<file path="config.mk">
export PLATFORM = sky130hd
export DESIGN_NAME = pi_cmd_queue_flat
export DESIGN_NICKNAME = d
export VERILOG_FILES = /design/src/rtl/pi_cmd_queue_if.sv /design/src/rtl/pi_cmd_queue.sv /design/src/flat_wrapper.sv
export SDC_FILE = /design/constraint.sdc
export NUM_CORES = 1
export LEC_CHECK = 0
export CORE_ASPECT_RATIO = 2
export CORE_MARGIN = 2
export CORE_UTILIZATION = 30
export CTS_CLUSTER_DIAMETER = 60
export DETAILED_ROUTE_END_ITERATION = 10
export HOLD_SLACK_MARGIN = 0.1
export MAX_ROUTING_LAYER = met4
export PLACE_DENSITY_LB_ADDON = 0.1
export REMOVE_ABC_BUFFERS = 1
export SLEW_MARGIN = 20
export SYNTH_ARGS = -nofsm -noshare
export SYNTH_HDL_FRONTEND = slang
export SYNTH_SLANG_ARGS = --single-unit
</file>
<file path="constraint.sdc">
create_clock -name PI_CLK -period 6 [get_ports PI_CLK]
set_input_delay 1.2 -clock PI_CLK [delete_from_list [all_inputs] [get_ports PI_CLK]]
set_output_delay 1.2 -clock PI_CLK [all_outputs]
set_load 0.05 [all_outputs]
</file>
<file path="src/rtl/pi_cmd_queue_if.sv">
// pi_cmd_queue_if
// Bundles the Pi register-write strobe, the bus-engine command handshake, the
// bus-engine response and the status outputs of the command queue.
//   wr_stb/wr_reg/wr_data  : Pi register write (one-cycle strobe)
//   cmd_*                  : head command towards the 68k bus-cycle engine
//   rsp_valid/rsp_data     : completion pulse and read data from the engine
//   rd_data/busy/overflow  : results and status towards the Pi side
// Modports: slave = the queue itself, master = its environment.
interface pi_cmd_queue_if #(
    parameter int AW = 24
);
    logic          wr_stb;
    logic [1:0]    wr_reg;
    logic [15:0]   wr_data;

    logic          cmd_valid;
    logic          cmd_ready;
    logic [AW-1:0] cmd_addr;
    logic [15:0]   cmd_data;
    logic          cmd_rw;
    logic [2:0]    cmd_fc;
    logic          cmd_uds_n;
    logic          cmd_lds_n;

    logic          rsp_valid;
    logic [15:0]   rsp_data;

    logic [15:0]   rd_data;
    logic          busy;
    logic          overflow;

    modport slave (
        input  wr_stb, wr_reg, wr_data, cmd_ready, rsp_valid, rsp_data,
        output cmd_valid, cmd_addr, cmd_data, cmd_rw, cmd_fc, cmd_uds_n, cmd_lds_n,
        output rd_data, busy, overflow
    );

    modport master (
        output wr_stb, wr_reg, wr_data, cmd_ready, rsp_valid, rsp_data,
        input  cmd_valid, cmd_addr, cmd_data, cmd_rw, cmd_fc, cmd_uds_n, cmd_lds_n,
        input  rd_data, busy, overflow
    );
endinterface

</file>
<file path="src/rtl/pi_cmd_queue.sv">
// pi_cmd_queue
// Assembles Pi DATA / ADDR_LO / ADDR_HI register writes into 68k bus commands,
// buffers them in a small FIFO and hands them to the bus-cycle engine one at a
// time. Captures read results and produces the transaction-busy flag.
//
// Ports:
//   PI_CLK   : system clock, all logic on the rising edge
//   RESET_n  : asynchronous active-low reset
//   bus      : pi_cmd_queue_if.slave (register writes, command handshake,
//              response, rd_data / busy / overflow)
//
// Build option PI_CMD_POSTED_WR_EN:
//   defined   - writes are posted, the full DEPTH is usable and busy reflects
//               pending reads or a full queue.
//   undefined - one transaction at a time: the slot stays occupied until the
//               response of its bus cycle, and busy covers that whole window.
//
// Command handshake: the head entry transfers when cmd_valid && cmd_ready are
// both high on a rising edge. cmd_valid and all cmd_* fields come straight from
// registers, stay stable while cmd_valid is high, and cmd_valid only drops by a
// transfer or reset. After a transfer cmd_valid stays low until rsp_valid
// reports completion of that bus cycle.
module pi_cmd_queue #(
    parameter int DEPTH = 4,
    parameter int AW    = 24
) (
    input  logic          PI_CLK,
    input  logic          RESET_n,
    pi_cmd_queue_if.slave bus
);
    localparam int PW = $clog2(DEPTH);
    localparam logic [PW:0] PTR_ONE = 1;

    localparam logic [1:0] REG_DATA    = 2'd0;
    localparam logic [1:0] REG_ADDR_LO = 2'd1;
    localparam logic [1:0] REG_ADDR_HI = 2'd2;
    localparam logic [1:0] REG_STATUS  = 2'd3;

    typedef struct packed {
        logic [AW-1:0] addr;
        logic [15:0]   data;
        logic          rw;
        logic [2:0]    fc;
        logic          uds_n;
        logic          lds_n;
    } entry_t;

    // Idle head value: no strobes asserted, read direction.
    localparam entry_t HEAD_RESET = '{addr: '0, data: '0, rw: 1'b1, fc: '0,
                                      uds_n: 1'b1, lds_n: 1'b1};

    logic [15:0]   stg_addr;
    logic [15:0]   stg_data;
    logic          stg_a0;

    entry_t        mem [DEPTH];
    logic [PW:0]   wr_ptr;
    logic [PW:0]   rd_ptr;

    logic          cmd_valid_q;
    entry_t        head_q;
    logic          outstanding;
    logic          out_rw;
    logic [PW:0]   rd_pending;
    logic [15:0]   rd_data_q;
    logic          overflow_q;

    logic          ptr_eq;
    logic          empty;
    logic          full;
    logic          commit;
    logic          push;
    logic          pop;
    logic          rsp_take;
    entry_t        new_entry;

    // wr_data[14:13] carry nothing for this block.
    logic          unused_wr_bits;
    assign unused_wr_bits = &{1'b0, bus.wr_data[14:13]};

    assign ptr_eq = (wr_ptr[PW-1:0] == rd_ptr[PW-1:0]);
    assign empty  = ptr_eq && (wr_ptr[PW] == rd_ptr[PW]);

`ifdef PI_CMD_POSTED_WR_EN
    assign full   = ptr_eq && (wr_ptr[PW] != rd_ptr[PW]);
`else
    // Single-transaction mode: the slot is busy from commit until its response.
    assign full   = !empty || outstanding;
`endif

    assign commit   = bus.wr_stb && (bus.wr_reg == REG_ADDR_HI);
    assign push     = commit && !full;
    assign pop      = cmd_valid_q && bus.cmd_ready;
    assign rsp_take = bus.rsp_valid && outstanding;

    // Byte accesses pick one lane from address bit 0; word accesses use both.
    always_comb begin
        new_entry       = '0;
        new_entry.addr  = AW'({bus.wr_data[7:0], stg_addr});
        new_entry.data  = stg_data;
        new_entry.rw    = bus.wr_data[9];
        new_entry.fc    = bus.wr_data[12:10];
        new_entry.uds_n = bus.wr_data[8] ? stg_a0  : 1'b0;
        new_entry.lds_n = bus.wr_data[8] ? !stg_a0 : 1'b0;
    end

    // Storage needs no reset: slots are only read between push and pop.
    always_ff @(posedge PI_CLK) begin
        if (push) begin
            mem[wr_ptr[PW-1:0]] <= new_entry;
        end
    end

    always_ff @(posedge PI_CLK or negedge RESET_n) begin
        if (!RESET_n) begin
            stg_addr    <= '0;
            stg_data    <= '0;
            stg_a0      <= 1'b0;
            wr_ptr      <= '0;
            rd_ptr      <= '0;
            cmd_valid_q <= 1'b0;
            head_q      <= HEAD_RESET;
            outstanding <= 1'b0;
            out_rw      <= 1'b0;
            rd_pending  <= '0;
            rd_data_q   <= '0;
            overflow_q  <= 1'b0;
        end else begin
            if (bus.wr_stb) begin
                case (bus.wr_reg)
                    REG_DATA:    stg_data <= bus.wr_data;
                    REG_ADDR_LO: begin
                        stg_addr <= bus.wr_data;
                        stg_a0   <= bus.wr_data[0];
                    end
                    REG_STATUS:  if (bus.wr_data[15]) overflow_q <= 1'b0;
                    default:     ;
                endcase
            end

            if (commit && full) begin
                overflow_q <= 1'b1;
            end

            if (push) begin
                wr_ptr <= wr_ptr + PTR_ONE;
            end

            // The head register reloads only when it is empty, so its fields
            // never move under an asserted cmd_valid.
            if (pop) begin
                rd_ptr      <= rd_ptr + PTR_ONE;
                cmd_valid_q <= 1'b0;
                outstanding <= 1'b1;
                out_rw      <= head_q.rw;
            end else begin
                cmd_valid_q <= !empty && !outstanding;
                if (!cmd_valid_q && !empty && !outstanding) begin
                    head_q <= mem[rd_ptr[PW-1:0]];
                end
            end

            if (rsp_take) begin
                outstanding <= 1'b0;
                if (out_rw) begin
                    rd_data_q <= bus.rsp_data;
                end
            end

            case ({push && new_entry.rw, rsp_take && out_rw})
                2'b10:   rd_pending <= rd_pending + PTR_ONE;
                2'b01:   rd_pending <= rd_pending - PTR_ONE;
                default: ;
            endcase
        end
    end

    assign bus.cmd_valid = cmd_valid_q && !outstanding;
    assign bus.cmd_addr  = head_q.addr;
    assign bus.cmd_data  = head_q.data;
    assign bus.cmd_rw    = head_q.rw;
    assign bus.cmd_fc    = head_q.fc;
    assign bus.cmd_uds_n = head_q.uds_n;
    assign bus.cmd_lds_n = head_q.lds_n;
    assign bus.rd_data   = rd_data_q;
    assign bus.overflow  = overflow_q;

`ifdef PI_CMD_POSTED_WR_EN
    assign bus.busy = (rd_pending != '0) || full;
`else
    assign bus.busy = !empty || outstanding;
`endif
endmodule

</file>
<file path="src/flat_wrapper.sv">
// flat-port wrapper written by rule: the top's interface ports become plain ports
module pi_cmd_queue_flat 
#(
    parameter int DEPTH = 4,
    parameter int AW    = 24
)
  (PI_CLK, RESET_n, bus_wr_stb, bus_wr_reg, bus_wr_data, bus_cmd_ready, bus_rsp_valid, bus_rsp_data, bus_cmd_valid, bus_cmd_addr, bus_cmd_data, bus_cmd_rw, bus_cmd_fc, bus_cmd_uds_n, bus_cmd_lds_n, bus_rd_data, bus_busy, bus_overflow);
  pi_cmd_queue_if #(.AW(AW)) bus_i ();
  input  logic PI_CLK;
  input  logic RESET_n;
  input wire logic [$bits(bus_i.wr_stb)-1:0] bus_wr_stb;
  input wire logic [$bits(bus_i.wr_reg)-1:0] bus_wr_reg;
  input wire logic [$bits(bus_i.wr_data)-1:0] bus_wr_data;
  input wire logic [$bits(bus_i.cmd_ready)-1:0] bus_cmd_ready;
  input wire logic [$bits(bus_i.rsp_valid)-1:0] bus_rsp_valid;
  input wire logic [$bits(bus_i.rsp_data)-1:0] bus_rsp_data;
  output wire logic [$bits(bus_i.cmd_valid)-1:0] bus_cmd_valid;
  output wire logic [$bits(bus_i.cmd_addr)-1:0] bus_cmd_addr;
  output wire logic [$bits(bus_i.cmd_data)-1:0] bus_cmd_data;
  output wire logic [$bits(bus_i.cmd_rw)-1:0] bus_cmd_rw;
  output wire logic [$bits(bus_i.cmd_fc)-1:0] bus_cmd_fc;
  output wire logic [$bits(bus_i.cmd_uds_n)-1:0] bus_cmd_uds_n;
  output wire logic [$bits(bus_i.cmd_lds_n)-1:0] bus_cmd_lds_n;
  output wire logic [$bits(bus_i.rd_data)-1:0] bus_rd_data;
  output wire logic [$bits(bus_i.busy)-1:0] bus_busy;
  output wire logic [$bits(bus_i.overflow)-1:0] bus_overflow;
  assign bus_i.wr_stb = bus_wr_stb;
  assign bus_i.wr_reg = bus_wr_reg;
  assign bus_i.wr_data = bus_wr_data;
  assign bus_i.cmd_ready = bus_cmd_ready;
  assign bus_i.rsp_valid = bus_rsp_valid;
  assign bus_i.rsp_data = bus_rsp_data;
  assign bus_cmd_valid = bus_i.cmd_valid;
  assign bus_cmd_addr = bus_i.cmd_addr;
  assign bus_cmd_data = bus_i.cmd_data;
  assign bus_cmd_rw = bus_i.cmd_rw;
  assign bus_cmd_fc = bus_i.cmd_fc;
  assign bus_cmd_uds_n = bus_i.cmd_uds_n;
  assign bus_cmd_lds_n = bus_i.cmd_lds_n;
  assign bus_rd_data = bus_i.rd_data;
  assign bus_busy = bus_i.busy;
  assign bus_overflow = bus_i.overflow;
  pi_cmd_queue #(.DEPTH(DEPTH), .AW(AW)) u_core (.PI_CLK(PI_CLK), .RESET_n(RESET_n), .bus(bus_i));
endmodule
</file>
==> results of run 1 <==
## worst max path at each step
| stage | endpoint | cells after the start | start | slack [ps] |
|---|---|---|---|---|
| floorplan | u_core.bus.cmd_addr[18] | 4 | u_core.rd_ptr[0] | 1360 |
| global placement | u_core.mem[3][27] | 5 | bus_wr_reg[1] | 2080 |
| detailed placement | u_core.mem[3][23] | 5 | bus_wr_reg[1] | 1950 |
| CTS | bus_busy | 4 | u_core.rd_ptr[0] | 2340 |
| global route | bus_busy | 4 | u_core.rd_ptr[0] | 2260 |
| finish | bus_busy | 4 | u_core.rd_ptr[0] | 2390 |
## through the flow
stage	power, mW	hold slack [ps]
floorplan	4.68	460
global placement	5.47	473
finish	7.22	489
detailed placement	5.52	478
global route	7.56	513
CTS	7.37	492
## layout make-up
type | instances | area (µm²)
Clock inverter | 14 | 199
Multi-Input combinational cell | 178 | 2560
Tap cell | 450 | 563
Sequential cell | 288 | 8140
Fill cell | 3271 | 22400
Timing Repair Buffer | 112 | 1100
Clock buffer | 35 | 736
Inverter | 2 | 7.51
## where the power goes
| group | switching, mW | leakage [nW] | internal, mW |
|---|---|---|---|
| logic | 1.51 | 1.46 | 1.20 |
| registers | 0.203 | 2.88 | 2.49 |
| clock network | 0.729 | 0.458 | 1.08 |
## cell usage in the layout, fill, tap and decap left out, drive strengths merged, types with 3 or more instances in the layout
cell / count
xor2: 4
clkdlybuf4s50: 102
nor2b: 4
buf: 10
mux4: 46
dfstp: 3
and2: 5
bufinv: 5
clkinv: 8
ha: 5
edfxtp: 184
mux2: 96
dfrtp: 101
clkbuf: 35
xnor2: 3
## sequential cells by signal, indices dropped and copies added (netlist names)
name	count
u_core.bus.cmd_addr	24
u_core.bus.overflow	1
u_core.cmd_valid_q	1
u_core.bus.cmd_lds_n	1
u_core.stg_data	16
u_core.bus.cmd_fc	3
u_core.rd_ptr	3
u_core.out_rw	1
u_core.bus.cmd_rw	1
u_core.outstanding	1
u_core.bus.cmd_data	16
u_core.stg_addr	16
u_core.mem	184
u_core.bus.rd_data	16
u_core.bus.cmd_uds_n	1
u_core.wr_ptr	3
## per-layer routing
layer / up-vias / GRT usage (%) / share of wire, %
met5: - / - / 0
met4: 0 / 4.27 / 2.5
met3: 32 / 1.88 / 4.1
met2: 127 / 23.5 / 56
met1: 2607 / 13.3 / 37
li1: 2163 / - / -
## logic make-up after synthesis
family          count (synthesis)
xor+xnor                        7
simple gates                   21
buf+inv                        22
flops                         288
fa+ha+maj                       5
mux                           143
compound gates                  2
==> flow_metrics.py, run 1 <==
metrics = {
    "run_status": {
        "status": "complete, no violations",
    },
    "min_path": {
        "min_to": "u_core.bus.rd_data[6]",
        "min_path_cells": 1,
        "hp-start": "u_core.bus.rd_data[6]",
        "hold_class": "register to register",
    },
    "cts": {
        "cts.path.max_buffers": 3,
        "htree_levels": 1,
        "cts_setup_buffers": 0,
        "cts_resized": 0,
        "cts_buffers": 27,
        "clk_pin_slew_worst_paths_ps": 60,
        "root_buffer": "clkbuf_16",
        "cts_sinks": 288,
        "cts-hold-fix-buffers": 0,
        "clkLatencyLatePin_ps": 540,
        "cts_tree": "done",
    },
    "routing": {
        "drt_first_pass_iters": 4,
        "vias_per_cell": 4.57,
        "vias": 4929,
        "drtIter0Drc": 212,
        "detail_route.wl_per_cell_um": 20.8,
        "wl_mm": 22.5,
        "drc": 0,
        "antenna_left": 0,
    },
    "logic_synthesis": {
        "synthArstFlopShare_pct": 36.1,
        "synth_top_family_by_area": "multiplexers",
        "synth_top_area_share_pct": 51.1,
        "synth-edff-count": 184,
        "synth_common_cells": "edfxtp_1, dfrtp_1, mux4_2",
        "synth.most_common_cell": "edfxtp_1",
        "yosysTopAreaCell": "edfxtp_1",
        "ys_seq_area_share_pct": 75.2,
        "ys_ff_latch": 288,
        "synthAdderAreaFrac_pct": 0.579,
        "syn_inst": 488,
        "synthMuxAreaShare_pct": 21.1,
        "yosysUniqueCellTypes": 31,
        "synth-xor-area-share_pct": 0.567,
        "synth_area_leaders": "edfxtp_1, dfrtp_1, mux4_2",
        "synth_warnings": 0,
        "synth-simple-area-share_pct": 1.26,
        "syn_area_um2": 10800,
        "synth.avg_cell_area_um2": 22.1,
        "synth_ff_type": "edfxtp_1",
        "synth_compound_gate_area_share_pct": 0.139,
    },
    "final_layout": {
        "drive_above_1_share_pct": 25.6,
        "diodes": 0,
        "final-instance-count-excl-fill": 1079,
        "fin_util_pct": 37.3,
        "design_area_um2": 13300,
        "syn_to_final_growth_pct": 23.2,
        "fin_nets": 653,
    },
    "global_route": {
        "grt_start_max_net_pins": 66,
        "grt_first_pass_wirelength_mm": 34.9,
        "gr-total-overflow": 0,
        "grtUsageTotal_pct": 12.5,
        "grt_pass1_vias": 5643,
        "antenna_found_initial": 0,
    },
    "setup_path": {
        "critPathLaunchType": "register",
        "r2r_cells": 4,
        "critical_path_class": "register to primary output",
        "critPathMaxStageDelay_ps": 720,
        "path_buf_inv": 1,
        "crit_family": "buffers and inverters",
        "cp_slowest_cell": "clkdlybuf4s50_1",
        "reg2reg_slack_ps": 3190,
        "r2r_end": "u_core.mem[3][11]",
        "reg2reg_from": "u_core.rd_ptr[0]",
        "cp_data_required_time_ps": 4800,
        "crit_path_end_kind": "primary output",
        "arrival_ps": 2410,
        "cp_cell_sequence": "xor2_1 > nor3_1 > nand2b_1 > clkdlybuf4s50_1",
        "worstPathMaxFanout": 3,
    },
    "power": {
        "ir_drop_v": 0.000648,
        "power.density_nw_per_um2": 542,
        "p_leak_nw": 4.80,
    },
    "place": {
        "pre_cts_ws_ps": 1950,
        "io_buffer_count": 103,
        "dp_hpwl_mm": 13.7,
        "gp_congestion": 0.757,
        "dpl-instance-area_um2": 12400,
        "dpl.cell_count": 1030,
    },
    "timing": {
        "timing.fmax_mhz": 277,
        "setup_slack_ps": 2390,
        "fin_worst_skew_ps": 12.6,
        "period_minus_slack_ps": 3610,
        "tightest_slew_ps": 1020,
        "fin_setup_tns_ps": 0,
        "setup_viol": 0,
        "slew_headroom_pct": 31.9,
        "rsz0062_at_grt": "no",
        "min_period_over_period_pct": 60.2,
        "hold_viol": 0,
        "final_max_slew_viol_count": 0,
    },
    "floorplan": {
        "fp.dieH_um": 272,
        "dieArea_um2": 37600,
        "die_w_um": 138,
        "initial_core_util_pct": 30.3,
        "rows": 98,
        "io_pins": 104,
        "core_area_um2": 35700,
    },
    "flow_run": {
        "cap_violations": 0,
    },
}
Note: power is estimated with default switching activity, not from simulation.
==> inputs of run 2 (changes only) <==
==> constraint.sdc (replaced) <==
create_clock -name PI_CLK -period 3.65 [get_ports PI_CLK]
set_input_delay 0.73 -clock PI_CLK [delete_from_list [all_inputs] [get_ports PI_CLK]]
set_output_delay 0.73 -clock PI_CLK [all_outputs]
set_load 0.05 [all_outputs]
==> flow_metrics.py, run 2 (same netlist as run 1, synthesis figures left out) <==
metrics = {
    "setup_path": {
        "arrival_ps": 2390,
        "reg2reg_slack_ps": 1290,
        "cp_cell_sequence": "xor2_1 > nor3_1 > nand2b_1 > clkdlybuf4s50_1",
        "critical_path_class": "register to primary output",
        "crit_path_end_kind": "primary output",
        "worstPathMaxFanout": 3,
        "critPathLaunchType": "register",
        "cp_data_required_time_ps": 2920,
        "cp_slowest_cell": "clkdlybuf4s50_1",
        "critPathMaxStageDelay_ps": 720,
    },
    "floorplan": {
        "rows": 98,
        "initial_core_util_pct": 30.3,
        "die_w_um": 138,
        "dieArea_um2": 37600,
        "io_pins": 104,
        "core_area_um2": 35700,
        "fp.dieH_um": 272,
    },
    "final_layout": {
        "diodes": 0,
        "syn_to_final_growth_pct": 24.2,
        "mostFrequentLayoutCells": "edfxtp_1, clkdlybuf4s50_1, dfrtp_1",
        "multi_input_area_um2": 2560,
        "drive_above_1_share_pct": 26.3,
        "design_area_um2": 13400,
        "seqCellArea_um2": 8140,
        "final_common_cell": "edfxtp_1",
        "final-instance-count-excl-fill": 1086,
        "fin_nets": 658,
        "largest_register_ffs": 184,
        "fill_cells": 3236,
    },
    "timing": {
        "slew_headroom_pct": 37.0,
        "rsz0062_at_grt": "no",
        "fin_setup_tns_ps": 0,
        "hold_ws_ps": 291,
        "hold_viol": 0,
        "tightest_slew_ps": 945,
        "period_minus_slack_ps": 3120,
        "min_period_over_period_pct": 85.5,
        "fin_worst_skew_ps": 8.38,
        "timing.fmax_mhz": 320,
        "setup_viol": 0,
        "final_max_slew_viol_count": 0,
    },
    "place": {
        "dpl.cell_count": 1034,
        "dpl-instance-area_um2": 12400,
        "dp_hpwl_mm": 12.2,
        "io_buffer_count": 103,
        "gp_congestion": 0.686,
    },
    "power": {
        "power.density_nw_per_um2": 887,
        "p_switching_mw": 3.98,
        "ir_drop_v": 0.00110,
        "p_seq_share_pct": 37.1,
        "pwr-share-clk_pct": 25.8,
        "p_sw_share_pct": 33.4,
        "p_int_mw": 7.93,
        "p_leak_nw": 4.84,
        "p_comb_share_pct": 37.1,
    },
    "routing": {
        "drc": 0,
        "drtIter0Drc": 115,
        "wl_mm": 21.4,
        "detail_route.wl_per_cell_um": 19.7,
        "drt_first_pass_iters": 4,
        "vias_per_cell": 4.54,
        "antenna_left": 0,
        "vias": 4927,
    },
    "global_route": {
        "grtUsageTotal_pct": 12.0,
        "grt_start_max_net_pins": 91,
        "grt_pass1_vias": 5743,
        "antenna_found_initial": 0,
        "gr-total-overflow": 0,
        "grt_first_pass_wirelength_mm": 34.1,
    },
    "cts": {
        "clkLatencyLatePin_ps": 550,
        "cts_resized": 0,
        "root_buffer": "clkbuf_16",
        "cts_tree": "done",
        "cts.path.max_buffers": 3,
        "cts_setup_buffers": 0,
        "cts_sinks": 288,
        "htree_levels": 1,
        "clk_pin_slew_worst_paths_ps": 70,
        "cts-hold-fix-buffers": 0,
        "cts_buffers": 28,
    },
    "run_status": {
        "status": "complete, no violations",
    },
    "flow_run": {
        "cap_violations": 0,
    },
    "min_path": {
        "hold_class": "input port to asynchronous set/reset pin",
    },
}
[run 2: changes by cell type in the layout (fill, tap and decap cells not counted), sizes merged]
cell,before,now
clkinvlp,1,2
clkinv,8,7
clkbuf,35,38
buf,10,14
[run 2: final timing paths]
| path | start | depth (start not counted) | end |
|---|---|---|---|
| worst max register to register | u_core.rd_ptr[0] | 4 | u_core.bus.cmd_data[8] |
| min in group PI_CLK | u_core.bus.rd_data[1] | 1 | u_core.bus.rd_data[1] |
| max in group asynchronous | RESET_n | 1 | u_core.rd_ptr[0] |
| worst min-delay path | RESET_n | 1 | u_core.bus.cmd_addr[21] |
| worst min register to register | u_core.bus.rd_data[1] | 1 | u_core.bus.rd_data[1] |
| worst max-delay path | u_core.rd_ptr[0] | 4 | bus_busy |
[run 2: area by class of cell]
type | count | share of cell area, %
Timing Repair Buffer | 116 | 8.63
Multi-Input combinational cell | 178 | 19.1
Inverter | 2 | 0.0559
Tap cell | 450 | 4.20
Sequential cell | 288 | 60.6
Clock inverter | 14 | 1.50
Clock buffer | 38 | 5.88
[run 2: through the flow]
step | utilization, % | setup slack (ps) | total power, mW
after detailed placement | 34.8 | 663 | 9.02
final | 37.6 | 529 | 11.9
after global routing | 37.6 | 347 | 12.5
after global placement | 34.8 | 722 | 8.96
after CTS | 37.6 | 503 | 12.2
after floorplan | - | -992 | 7.69
[run 2: layer usage]
metal	GRT usage, %	share of wire, %
met5	-	0
met4	3.95	2.1
met3	1.93	4.0
met1	12.9	37
met2	22.5	57
[run 2: power by group through the flow]
stage                     logic, mW  clock network, mW  registers (mW)
after floorplan                1.82                  0            5.87
after global placement         4.50                  0            4.46
after detailed placement       4.53                  0            4.49
after CTS                      4.54               3.19            4.43
after global routing           4.69               3.32            4.51
final                          4.42               3.07            4.42
[run 2: critical path, delay by kind of cell (launching register included)]
family	cells	cell delay (ps)
simple gates	2	450
flops	1	480
buf+inv	1	720
xor+xnor	1	190
==> inputs of run 3 (changes only) <==
--- a/config.mk
+++ b/config.mk
@@ -6,7 +6,7 @@
 export NUM_CORES = 1
 export LEC_CHECK = 0
 export CORE_ASPECT_RATIO = 2
-export CORE_MARGIN = 2
+export CORE_MARGIN = 5
 export CORE_UTILIZATION = 30
 export CTS_CLUSTER_DIAMETER = 60
 export DETAILED_ROUTE_END_ITERATION = 10
==> flow_metrics.py, run 3 (same netlist as run 1, synthesis figures left out) <==
metrics = {
    "power": {
        "p_total_mw": 11.7,
        "p_leak_nw": 4.79,
        "power.density_nw_per_um2": 875,
        "ir_drop_v": 0.000935,
    },
    "cts": {
        "cts_sinks": 288,
        "htree_levels": 1,
        "clkLatencyLatePin_ps": 540,
        "cts_buffers": 27,
        "cts-hold-fix-buffers": 0,
        "clk_pin_slew_worst_paths_ps": 70,
        "cts_tree": "done",
        "root_buffer": "clkbuf_16",
        "cts.path.max_buffers": 3,
        "cts_setup_buffers": 0,
        "cts_resized": 0,
    },
    "floorplan": {
        "io_pins": 104,
        "initial_core_util_pct": 30.3,
        "die_w_um": 144,
        "rows": 98,
        "fp.dieH_um": 278,
        "dieArea_um2": 40100,
        "core_area_um2": 35700,
    },
    "routing": {
        "vias_per_cell": 4.57,
        "vias": 4936,
        "drtIter0Drc": 261,
        "antenna_left": 0,
        "drt_first_pass_iters": 4,
        "drc": 0,
        "detail_route.wl_per_cell_um": 21.6,
        "wl_mm": 23.3,
    },
    "setup_path": {
        "critical_path_class": "register to primary output",
        "cp_data_required_time_ps": 2920,
        "worstPathMaxFanout": 3,
        "reg2reg_from": "u_core.rd_ptr[0]",
        "r2r_end": "u_core.bus.cmd_data[7]",
        "critPathLaunchType": "register",
        "arrival_ps": 2400,
        "r2r_cells": 4,
        "crit_path_end_kind": "primary output",
        "reg2reg_slack_ps": 1230,
    },
    "final_layout": {
        "diodes": 0,
        "design_area_um2": 13300,
        "largest_register_ffs": 184,
        "fill_cells": 3237,
        "final_common_cell": "edfxtp_1",
        "mostFrequentLayoutCells": "edfxtp_1, clkdlybuf4s50_1, dfrtp_1",
        "drive_above_1_share_pct": 25.4,
        "syn_to_final_growth_pct": 23.4,
        "fin_util_pct": 37.4,
        "fin_nets": 655,
    },
    "min_path": {
        "hold_class": "input port to asynchronous set/reset pin",
    },
    "global_route": {
        "grtUsageTotal_pct": 12.2,
        "grt_start_max_net_pins": 49,
        "grt_first_pass_wirelength_mm": 35.5,
        "grt_pass1_vias": 5569,
        "gr-total-overflow": 0,
        "antenna_found_initial": 0,
    },
    "timing": {
        "timing.fmax_mhz": 319,
        "hold_ws_ps": 249,
        "hold_viol": 0,
        "setup_viol": 0,
        "final_max_slew_viol_count": 0,
        "rsz0062_at_grt": "no",
        "fin_worst_skew_ps": 10.7,
        "slew_headroom_pct": 33.3,
        "period_minus_slack_ps": 3130,
        "fin_setup_tns_ps": 0,
        "min_period_over_period_pct": 85.8,
        "tightest_slew_ps": 1000,
    },
    "place": {
        "dpl-instance-area_um2": 12500,
        "dp_hpwl_mm": 14.2,
        "gp_congestion": 0.722,
        "io_buffer_count": 103,
    },
    "run_status": {
        "status": "complete, no violations",
    },
    "flow_run": {
        "cap_violations": 0,
    },
}
run 3: where the power goes:
group / leakage, nW / total [mW] / internal, mW / switching (mW)
registers: 2.88 / 4.43 / 4.09 / 0.336
clock network: 0.419 / 2.76 / 1.56 / 1.20
logic: 1.49 / 4.48 / 1.98 / 2.50
total: 4.79 / 11.7 / 7.63 / 4.04
run 3: layer usage:
| metal | up-vias | GRT usage [%] | wire length [µm] |
|---|---|---|---|
| met5 | - | - | 0 |
| met4 | 0 | 3.76 | 557 |
| met3 | 34 | 1.74 | 1090 |
| met2 | 121 | 22.4 | 13100 |
| met1 | 2609 | 13.3 | 8550 |
| li1 | 2172 | - | - |
run 3: how the worst max path moves through the flow:
| stage | startpoint | end | slack [ps] | cells after the start |
|---|---|---|---|---|
| floorplan | u_core.rd_ptr[0] | u_core.bus.cmd_addr[18] | -990 | 4 |
| global placement | bus_wr_reg[1] | u_core.mem[1][42] | 690 | 5 |
| detailed placement | bus_wr_reg[1] | u_core.mem[0][43] | 560 | 5 |
| CTS | u_core.rd_ptr[0] | bus_busy | 490 | 4 |
| global route | u_core.rd_ptr[0] | bus_busy | 380 | 4 |
| finish | u_core.rd_ptr[0] | bus_busy | 520 | 4 |
run 3: cell type report:
| class | count | area [µm²] | area share [%] |
|---|---|---|---|
| Clock buffer | 37 | 743 | 5.57 |
| Clock inverter | 12 | 109 | 0.817 |
| Inverter | 2 | 7.51 | 0.0563 |
| Multi-Input combinational cell | 178 | 2570 | 19.3 |
| Sequential cell | 288 | 8140 | 61.0 |
| Tap cell | 450 | 563 | 4.22 |
| Timing Repair Buffer | 114 | 1200 | 9.02 |
run 3: through the flow:
step	cells	worst slack, ps
2_1_floorplan	468	-992
3_3_place_gp	1032	685
3_5_place_dp	1032	565
4_1_cts	1081	490
5_1_grt	1081	378
6_report	1081	517
run 3: worst max-delay path, cell delays in order (launching register included):
cell,delay [ps]
dfrtp_4,480
xor2_1,190
nor3_1,330
nand2b_1,140
clkdlybuf4s50_1,730
